$ cat src/rtl/pwm_meas_pkg.sv
// pwm_meas_pkg: shared FSM state, saturation limit and result record for the pulse width meter
package pwm_meas_pkg;
  localparam int MAX_CNT_W = 16;
  localparam logic [MAX_CNT_W-1:0] CNT_MAX = '1;
  typedef enum logic {IDLE, MEAS} state_t;
  typedef struct packed {
    logic                 level;
    logic                 ovf;
    logic [MAX_CNT_W-1:0] width;
  } result_t;
endpackage

$ cat src/rtl/pulse_width_meter_if.sv
// pulse_width_meter_if: measurement result port with valid/ready handshake and drop counter
interface pulse_width_meter_if #(
  parameter int CNT_W  = 16,
  parameter int DROP_W = 8
);
  logic              meas_valid;
  logic              meas_ready;
  logic              meas_level;
  logic              meas_ovf;
  logic [CNT_W-1:0]  meas_width;
  logic [DROP_W-1:0] drop_cnt;
  modport master (output meas_valid, meas_level, meas_ovf, meas_width, drop_cnt, input meas_ready);
  modport slave  (input meas_valid, meas_level, meas_ovf, meas_width, drop_cnt, output meas_ready);
endinterface

$ cat src/rtl/edge_det.sv
// edge_det: registers the level once and produces registered rise/fall pulses
module edge_det (
  input  logic clk2,
  input  logic rst_n,
  input  logic clr,
  input  logic sig_in,
  output logic sig_d,
  output logic tog,
  output logic edge_rise,
  output logic edge_fall
);
  assign tog = sig_in ^ sig_d;
  // Delay the level and register the pulses; clr keeps tracking the level so no false edge follows it
  always_ff @(posedge clk2 or negedge rst_n)
    if (!rst_n) begin
      sig_d     <= 1'b0;
      edge_rise <= 1'b0;
      edge_fall <= 1'b0;
    end else begin
      sig_d     <= sig_in;
      edge_rise <= !clr && sig_in && !sig_d;
      edge_fall <= !clr && !sig_in && sig_d;
    end
endmodule

$ cat src/rtl/pulse_width_meter.sv
// pulse_width_meter: measures high/low segment widths of a synchronised level in clk2 cycles
module pulse_width_meter
  import pwm_meas_pkg::*;
#(
  parameter int CNT_W  = 16,
  parameter int DROP_W = 8
) (
  input  logic clk2,
  input  logic rst_n,
  input  logic sig_in,
  input  logic clr,
  output logic edge_rise,
  output logic edge_fall,
  pulse_width_meter_if.master m
);
  localparam logic [CNT_W-1:0]  SAT      = CNT_MAX[CNT_W-1:0];
  localparam logic [DROP_W-1:0] DROP_MAX = '1;
  state_t            state, state_nx;
  logic              sig_d, tog, res_v, load, ovf_flag, valid_q;
  logic [CNT_W-1:0]  cnt;
  logic [DROP_W-1:0] drop_q;
  result_t           res, out_q;
  edge_det u_edge (
    .clk2      (clk2),
    .rst_n     (rst_n),
    .clr       (clr),
    .sig_in    (sig_in),
    .sig_d     (sig_d),
    .tog       (tog),
    .edge_rise (edge_rise),
    .edge_fall (edge_fall)
  );
  // State register
  always_ff @(posedge clk2 or negedge rst_n)
    if (!rst_n) state <= IDLE;
    else state <= state_nx;
  // Next state: the first edge starts measuring, clr returns to IDLE
  always_comb state_nx = clr ? IDLE : tog ? MEAS : state;
  // Result decode: every edge seen while measuring closes a segment
  always_comb begin
    res_v = state == MEAS && tog && !clr;
    load  = res_v && (!valid_q || m.meas_ready);
    res   = '{level: sig_d, ovf: ovf_flag, width: MAX_CNT_W'(cnt)};
  end
  // Segment counter restarts at 1 on each edge and saturates, flagging overflow
  always_ff @(posedge clk2 or negedge rst_n)
    if (!rst_n) begin
      cnt      <= '0;
      ovf_flag <= 1'b0;
    end else if (clr) begin
      cnt      <= '0;
      ovf_flag <= 1'b0;
    end else if (tog) begin
      cnt      <= CNT_W'(1);
      ovf_flag <= 1'b0;
    end else if (state == MEAS && cnt != SAT) begin
      cnt      <= cnt + CNT_W'(1);
      ovf_flag <= cnt + CNT_W'(1) == SAT;
    end
  // Output holding register; results arriving while it is stalled are counted as drops
  always_ff @(posedge clk2 or negedge rst_n)
    if (!rst_n) begin
      valid_q <= 1'b0;
      out_q   <= '0;
      drop_q  <= '0;
    end else if (clr) begin
      valid_q <= 1'b0;
      drop_q  <= '0;
    end else begin
      if (load) begin
        valid_q <= 1'b1;
        out_q   <= res;
      end else if (m.meas_ready) valid_q <= 1'b0;
      if (res_v && !load && drop_q != DROP_MAX) drop_q <= drop_q + DROP_W'(1);
    end
  assign m.meas_valid = valid_q;
  assign m.meas_level = out_q.level;
  assign m.meas_ovf   = out_q.ovf;
  assign m.meas_width = out_q.width[CNT_W-1:0];
  assign m.drop_cnt   = drop_q;
endmodule

$ cat src/flat_wrapper.sv
// flat-port wrapper written by rule: the top's interface ports become plain ports
module pulse_width_meter_flat import pwm_meas_pkg::*;
#(
  parameter int CNT_W  = 16,
  parameter int DROP_W = 8
)
  (clk2, rst_n, sig_in, clr, edge_rise, edge_fall, m_meas_valid, m_meas_level, m_meas_ovf, m_meas_width, m_drop_cnt, m_meas_ready);
  pulse_width_meter_if #(.CNT_W(CNT_W), .DROP_W(DROP_W)) m_i ();
  input  logic clk2;
  input  logic rst_n;
  input  logic sig_in;
  input  logic clr;
  output logic edge_rise;
  output logic edge_fall;
  output wire logic [$bits(m_i.meas_valid)-1:0] m_meas_valid;
  output wire logic [$bits(m_i.meas_level)-1:0] m_meas_level;
  output wire logic [$bits(m_i.meas_ovf)-1:0] m_meas_ovf;
  output wire logic [$bits(m_i.meas_width)-1:0] m_meas_width;
  output wire logic [$bits(m_i.drop_cnt)-1:0] m_drop_cnt;
  input wire logic [$bits(m_i.meas_ready)-1:0] m_meas_ready;
  assign m_meas_valid = m_i.meas_valid;
  assign m_meas_level = m_i.meas_level;
  assign m_meas_ovf = m_i.meas_ovf;
  assign m_meas_width = m_i.meas_width;
  assign m_drop_cnt = m_i.drop_cnt;
  assign m_i.meas_ready = m_meas_ready;
  pulse_width_meter #(.CNT_W(CNT_W), .DROP_W(DROP_W)) u_core (.clk2(clk2), .rst_n(rst_n), .sig_in(sig_in), .clr(clr), .edge_rise(edge_rise), .edge_fall(edge_fall), .m(m_i));
endmodule
$ cat config.mk
export PLATFORM = sky130hd
export DESIGN_NAME = pulse_width_meter_flat
export DESIGN_NICKNAME = d
export VERILOG_FILES = /design/src/rtl/pwm_meas_pkg.sv /design/src/rtl/pulse_width_meter_if.sv /design/src/rtl/edge_det.sv /design/src/rtl/pulse_width_meter.sv /design/src/flat_wrapper.sv
export SDC_FILE = /design/constraint.sdc
export NUM_CORES = 1
export LEC_CHECK = 0
export ABC_AREA = 1
export CORE_AREA = 2 2 95 97
export CTS_BUF_LIST = sky130_fd_sc_hd__clkbuf_8
export DETAILED_ROUTE_END_ITERATION = 8
export DIE_AREA = 0 0 97 99
export GPL_TIMING_DRIVEN = 0
export HOLD_SLACK_MARGIN = 0.05
export SLEW_MARGIN = 20
export SYNTH_ARGS = -nofsm -noshare
export SYNTH_HDL_FRONTEND = slang
export SYNTH_SLANG_ARGS = --single-unit
$ cat constraint.sdc
create_clock -name clk2 -period 3.4 [get_ports clk2]
set_input_delay 0.68 -clock clk2 [delete_from_list [all_inputs] [get_ports clk2]]
set_output_delay 0.68 -clock clk2 [all_outputs]
set_load 0.01 [all_outputs]
# ---- Word-level counts from Yosys, hierarchy flattened
# Index checks and enable logic that the tools add are counted.
# W data, S select, Z words.
dict set report totals {
  reg_bits 48
  latchBits 0
  mem_bits_rw 0
  mem_bits_ro 0
  out_inout_bits 29
  elab_cells 52
  n_memories 0
}
dict set report op_classes {
  addsub 2
  multipliers 0
  div 0
  order_cmp 0
  eq_ne 3
  shift 0
  muxes 13
  bitwise_logic 2
  reduce_logical 21
}
# cell count
set op_table {}
lappend op_table {{$mux W16} 3}
lappend op_table {{$add A16 B1 Y16 const B} 1}
lappend op_table {{$eq A16 B16 Y1 const B} 1}
lappend op_table {{$mux W8} 2}
lappend op_table {{$ne A16 B16 Y1 const B} 1}
lappend op_table {{$logic_and A1 B1 Y1} 10}
lappend op_table {{$add A8 B1 Y8 const B} 1}
lappend op_table {{$mux W1} 8}
lappend op_table {{$ne A8 B8 Y1 const B} 1}
lappend op_table {{$reduce_bool A3 Y1} 2}
lappend op_table {{$logic_not A1 Y1} 5}
lappend op_table {{$reduce_bool A2 Y1} 2}
lappend op_table {{$reduce_and A2 Y1} 1}
lappend op_table {{$logic_or A1 B1 Y1} 1}
lappend op_table {{$not A1 Y1} 1}
lappend op_table {{$xor A1 B1 Y1} 1}

# ---- Logic depth before layout (Yosys ltp)
dict set report logic_depth {
  depth_word 9
  depth_mapped 11
}

# ---- Hierarchy
# Synthesis repeated with hierarchy kept, for this count alone.
dict set report hier_totals {
  hier_cells 292
  area_unflattened_um2 2457.4
}
# mod n_inst cells_per_inst area_per_inst_um2 seq_area_each_um2
set by_module_without_submodules {}
lappend by_module_without_submodules {pulse_width_meter 1 282 2356.0 1126.1}
lappend by_module_without_submodules {edge_det 1 10 101.3 75.1}

# ---- Worst setup path after synthesis
# Ideal clock, no wire load.
dict set report synth_timing {
  path_type {input-to-reg}
  start {in sig_in}
  end {reg u_core.out_q, in the netlist u_core.m.meas_width[15]}
  arrival_ps 1524
  required_time_ps 3272
  setup_slack_ps 1748
  cell_stages 9
  cell_sequence {inv_1 > nand2_1 > nand2_4 > inv_2 > nor3_4 > nand2_2 > buf_2 > nand2_1 > o21ai_0}
}
dict set report synth_between {
  elab_chain_len 5
}
# element line
set synth_lines {}
lappend synth_lines {{start, declared} flat_wrapper.sv:11} ;# input logic sig_in;
lappend synth_lines {{$xor A1 B1 Y1} edge_det.sv:12} ;# assign tog = sig_in ^ sig_d;
lappend synth_lines {{$logic_and A1 B1 Y1 (2 in a row)} pulse_width_meter.sv:41} ;# res_v = state == MEAS && tog && !clr;
lappend synth_lines {{$logic_and A1 B1 Y1} pulse_width_meter.sv:42} ;# load = res_v && (!valid_q || m.meas_ready);
lappend synth_lines {{$reduce_and A2 Y1 (no source line)} --}
lappend synth_lines {{end signal, assigned} pulse_width_meter.sv:72} ;# out_q <= res;
lappend synth_lines {{end, declared} pulse_width_meter.sv:22} ;# result_t res, out_q;
# Every way passes these cells.
# A chain may end at the register's enable or synchronous reset.

# ---- Worst setup path after layout
dict set report layout_timing {
  start {in sig_in}
  end {reg u_core.out_q, in the netlist u_core.m.meas_width[11]}
}
# Same word-level chain as after synthesis.

==> flow_summary_export.csv <==
group,metric,value,unit
status,status,"completed",
sta,setup-tns-final,0,ns
critical_path,crit_type,"in -> reg",
clock_network,cts_buffers,5,
global_routing,grt_first_pass_wirelength,9.970,mm
global_routing,track_usage,12.86,%
synthesis,avgSynthCellArea,8.575,um2
synthesis,synthFlopType,"dfrtp_1",
clock_network,clk_latency,0.31,ns
finish,antenna_cells,0,
global_routing,first_global_vias,2116,
clock_network,clkSinkCount,48,
place,dp_hpwl,4.221,mm
pwr,switching_share,24.17,%
pwr,finalPower,1.101,mW
sta,drv_slew,0,
critical_path,worstPathArrival,2.22,ns
global_routing,antenna_found_initial,0,
synthesis,synth.cell_area,2521,um2
floorplanning,ios,34,
place,portBuffers,32,
sta,min_period_over_period,59.81,%
route,vias_per_cell,4.690,
floorplanning,dieArea,9603,um2
clock_network,clk_pin_slew,0.09,ns
sta,period_needed,2.034,ns
pwr,power.share.clock,37.7,%
synthesis,synth_cell_types,30,
floorplanning,die_w,97,um
synthesis,ys_top_cells_by_area,"dfrtp_1, nand2_1, o21ai_0",
sta,setup_violations,0,
clock_network,cts_setup_buffers,0,
synthesis,synthesis.nets,302,
synthesis,synth-edff-count,0,
sta,grt_setup_unrepaired,"false",
critical_path,required,3.59,ns
pwr,leakagePower,1.292,nW
pwr,pwr-share-comb,8.7,%
route,vias,2073,
floorplanning,coreArea,8551,um2
pwr,irDropWorstVdd,0.1676,mV
clock_network,clock-root-buffer,"clkbuf_8",
finish,synthToLayoutAreaGrowth,22.38,%
synthesis,synthArstFlopShare,100.0,%
synthesis,synth-seq-cells,48,
sta,slew_headroom,58.85,%
sta,max_freq,0.4917,GHz
worst_hold_path,hp-class,"in -> async",
finish,nets,341,
job,maxCapViolations,0,
floorplanning,die_y,99,um
synthesis,synth_common_cells,"nand2_1, dfrtp_1, inv_1",
clock_network,cts_resized,0,
global_routing,overflow,0,
sta,worst_clock_skew,0.006701,ns
pwr,power.internal,0.8346,mW
finish,drive_above_1_share,13.47,%
route,drc,0,
sta,worst_pin_slew,0.6173,ns
synthesis,synth.most_common_cell,"nand2_1",
route,drt_iter0_drc,145,
clock_network,cts_buffer_depth,2,
place,gp_congestion,0.8792,
synthesis,ys_warn_count,0,
route,wl_per_cell,13.21,um
sta,hold_viol,0,
synthesis,syn_inst,294,
route,drt_pass1_iterations,4,
global_routing,grt_max_degree,49,
critical_path,setup.worst_path.start_class,"input pin",
clock_network,cts_hold_buf,0,
route,routed_wl,5.840,mm
floorplanning,initial_core_util,29.48,%
floorplanning,rows,34,
clock_network,ctsHtreeMaxLevel,2,
pwr,p_per_area,356.7,nW/um2
critical_path,crit_path_max_fanout,10,
route,ant_nets,0,
clock_network,cts_tree,"yes",
synthesis,seq_area_frac_synth,47.64,%
pwr,power_frac_seq,53.6,%
synthesis,yosysTopAreaCellShare,47.64,%
synthesis,yosys.area.top_type,"dfrtp_1",
critical_path,endpoint_kind,"register",
pwr,power_switching,0.2660,mW
per-stage QoR:
step / cell area [um2] / util, % / setup slack (ns) / hold slack, ns / instances
after global placement: 2977 / 34.81 / 0.1524 / 0.4711 / 434
after detailed placement: 2974 / 34.78 / 1.010 / 0.4668 / 434
after global routing: 3085 / 36.08 / 1.190 / 0.4171 / 442
after floorplan: 2521 / - / 1.748 / 0.3844 / 294
final: 3085 / 36.08 / 1.366 / 0.3722 / 442
after CTS: 3085 / 36.08 / 1.337 / 0.4055 / 442
state kept, by name (all words and copies together), names as in the netlist:
signal / flops
u_core.u_edge.edge_rise: 1
u_core.u_edge.edge_fall: 1
u_core.m.drop_cnt: 8
u_core.cnt: 16
u_core.m.meas_valid: 1
u_core.m.meas_level: 1
u_core.m.meas_ovf: 1
u_core.m.meas_width: 16
u_core.ovf_flag: 1
u_core.u_edge.sig_d: 1
u_core.state: 1
final timing paths:
path                       cells past startpoint            start  slack, ns                      end
min                                            1            rst_n       0.37     u_core.m.drop_cnt[1]
min in group clk2                              2  u_core.ovf_flag       0.49          u_core.ovf_flag
max reg2reg                                    8    u_core.cnt[1]       1.64            u_core.cnt[5]
min reg2reg                                    2  u_core.ovf_flag       0.49          u_core.ovf_flag
max                                            9           sig_in       1.37  u_core.m.meas_width[11]
max in group asynchronous                      1            rst_n       2.60           u_core.cnt[12]
per-layer routing:
metal	track usage, %	vias to the layer above	part of all wire, %
met4	4.117	0	1.4
met3	2.979	8	4.5
li1	-	1042	-
met2	21.47	42	46
met5	0	-	0
met1	16.61	981	48
power by group through the flow:
stage	logic [mW]	clock network (mW)	registers, mW
6_report	0.0959	0.415	0.590
5_1_grt	0.108	0.454	0.592
4_1_cts	0.0990	0.426	0.590
3_5_place_dp	0.0986	0	0.601
3_3_place_gp	0.0986	0	0.601
2_1_floorplan	0.0476	0	0.604
layout by cell type (no fill, tap or decap), types with 2 or more instances in the layout:
master | synthesis | final
buf_2 | 2 | 2
a21oi_1 | 4 | 4
o21ai_2 | 2 | 2
buf_6 | 3 | 3
nand3_1 | 22 | 22
clkbuf_8 | 0 | 5
dfrtp_1 | 48 | 48
nand2_4 | 3 | 3
nand2_1 | 74 | 74
clkdlybuf4s50_1 | 0 | 31
ha_1 | 3 | 3
xor2_1 | 5 | 5
nor2_1 | 26 | 26
nor2_2 | 3 | 3
nand2_2 | 4 | 4
nand4_1 | 8 | 8
inv_1 | 32 | 32
o21ai_0 | 26 | 26
inv_2 | 2 | 2
o22ai_2 | 7 | 7
nor2_4 | 3 | 3
o31ai_1 | 3 | 3
o21ai_1 | 5 | 5
area by class of cell:
type,instances,area (um2)
sequential,48,1201
timing repair buffer,32,317.8
clock inverter,3,42.54
tap,108,135.1
clock buffer,5,68.82
buffer,5,43.79
inverter,34,127.6
multi-input combinational,207,1149
fill,876,5465
cells by family (layout without fill, tap and decap cells):
kind of cell	count (synthesis)	count (layout)	synth area share, %
compound gates	49	49	13.45
flops	48	48	47.64
fa+ha+maj	3	3	1.489
buf+inv	39	79	6.799
mux	1	1	0.4466
xor+xnor	6	6	2.084
simple gates	148	148	28.09
critical path, stage by stage:
cell	delay [ns]
clkdlybuf4s50_1	0.50
nand2_1	0.12
nand2_4	0.13
inv_2	0.06
nor3_4	0.15
nand2_2	0.19
buf_2	0.25
nand2_1	0.07
o21ai_0	0.08
No activity file was read; power rests on OpenSTA's default activity.
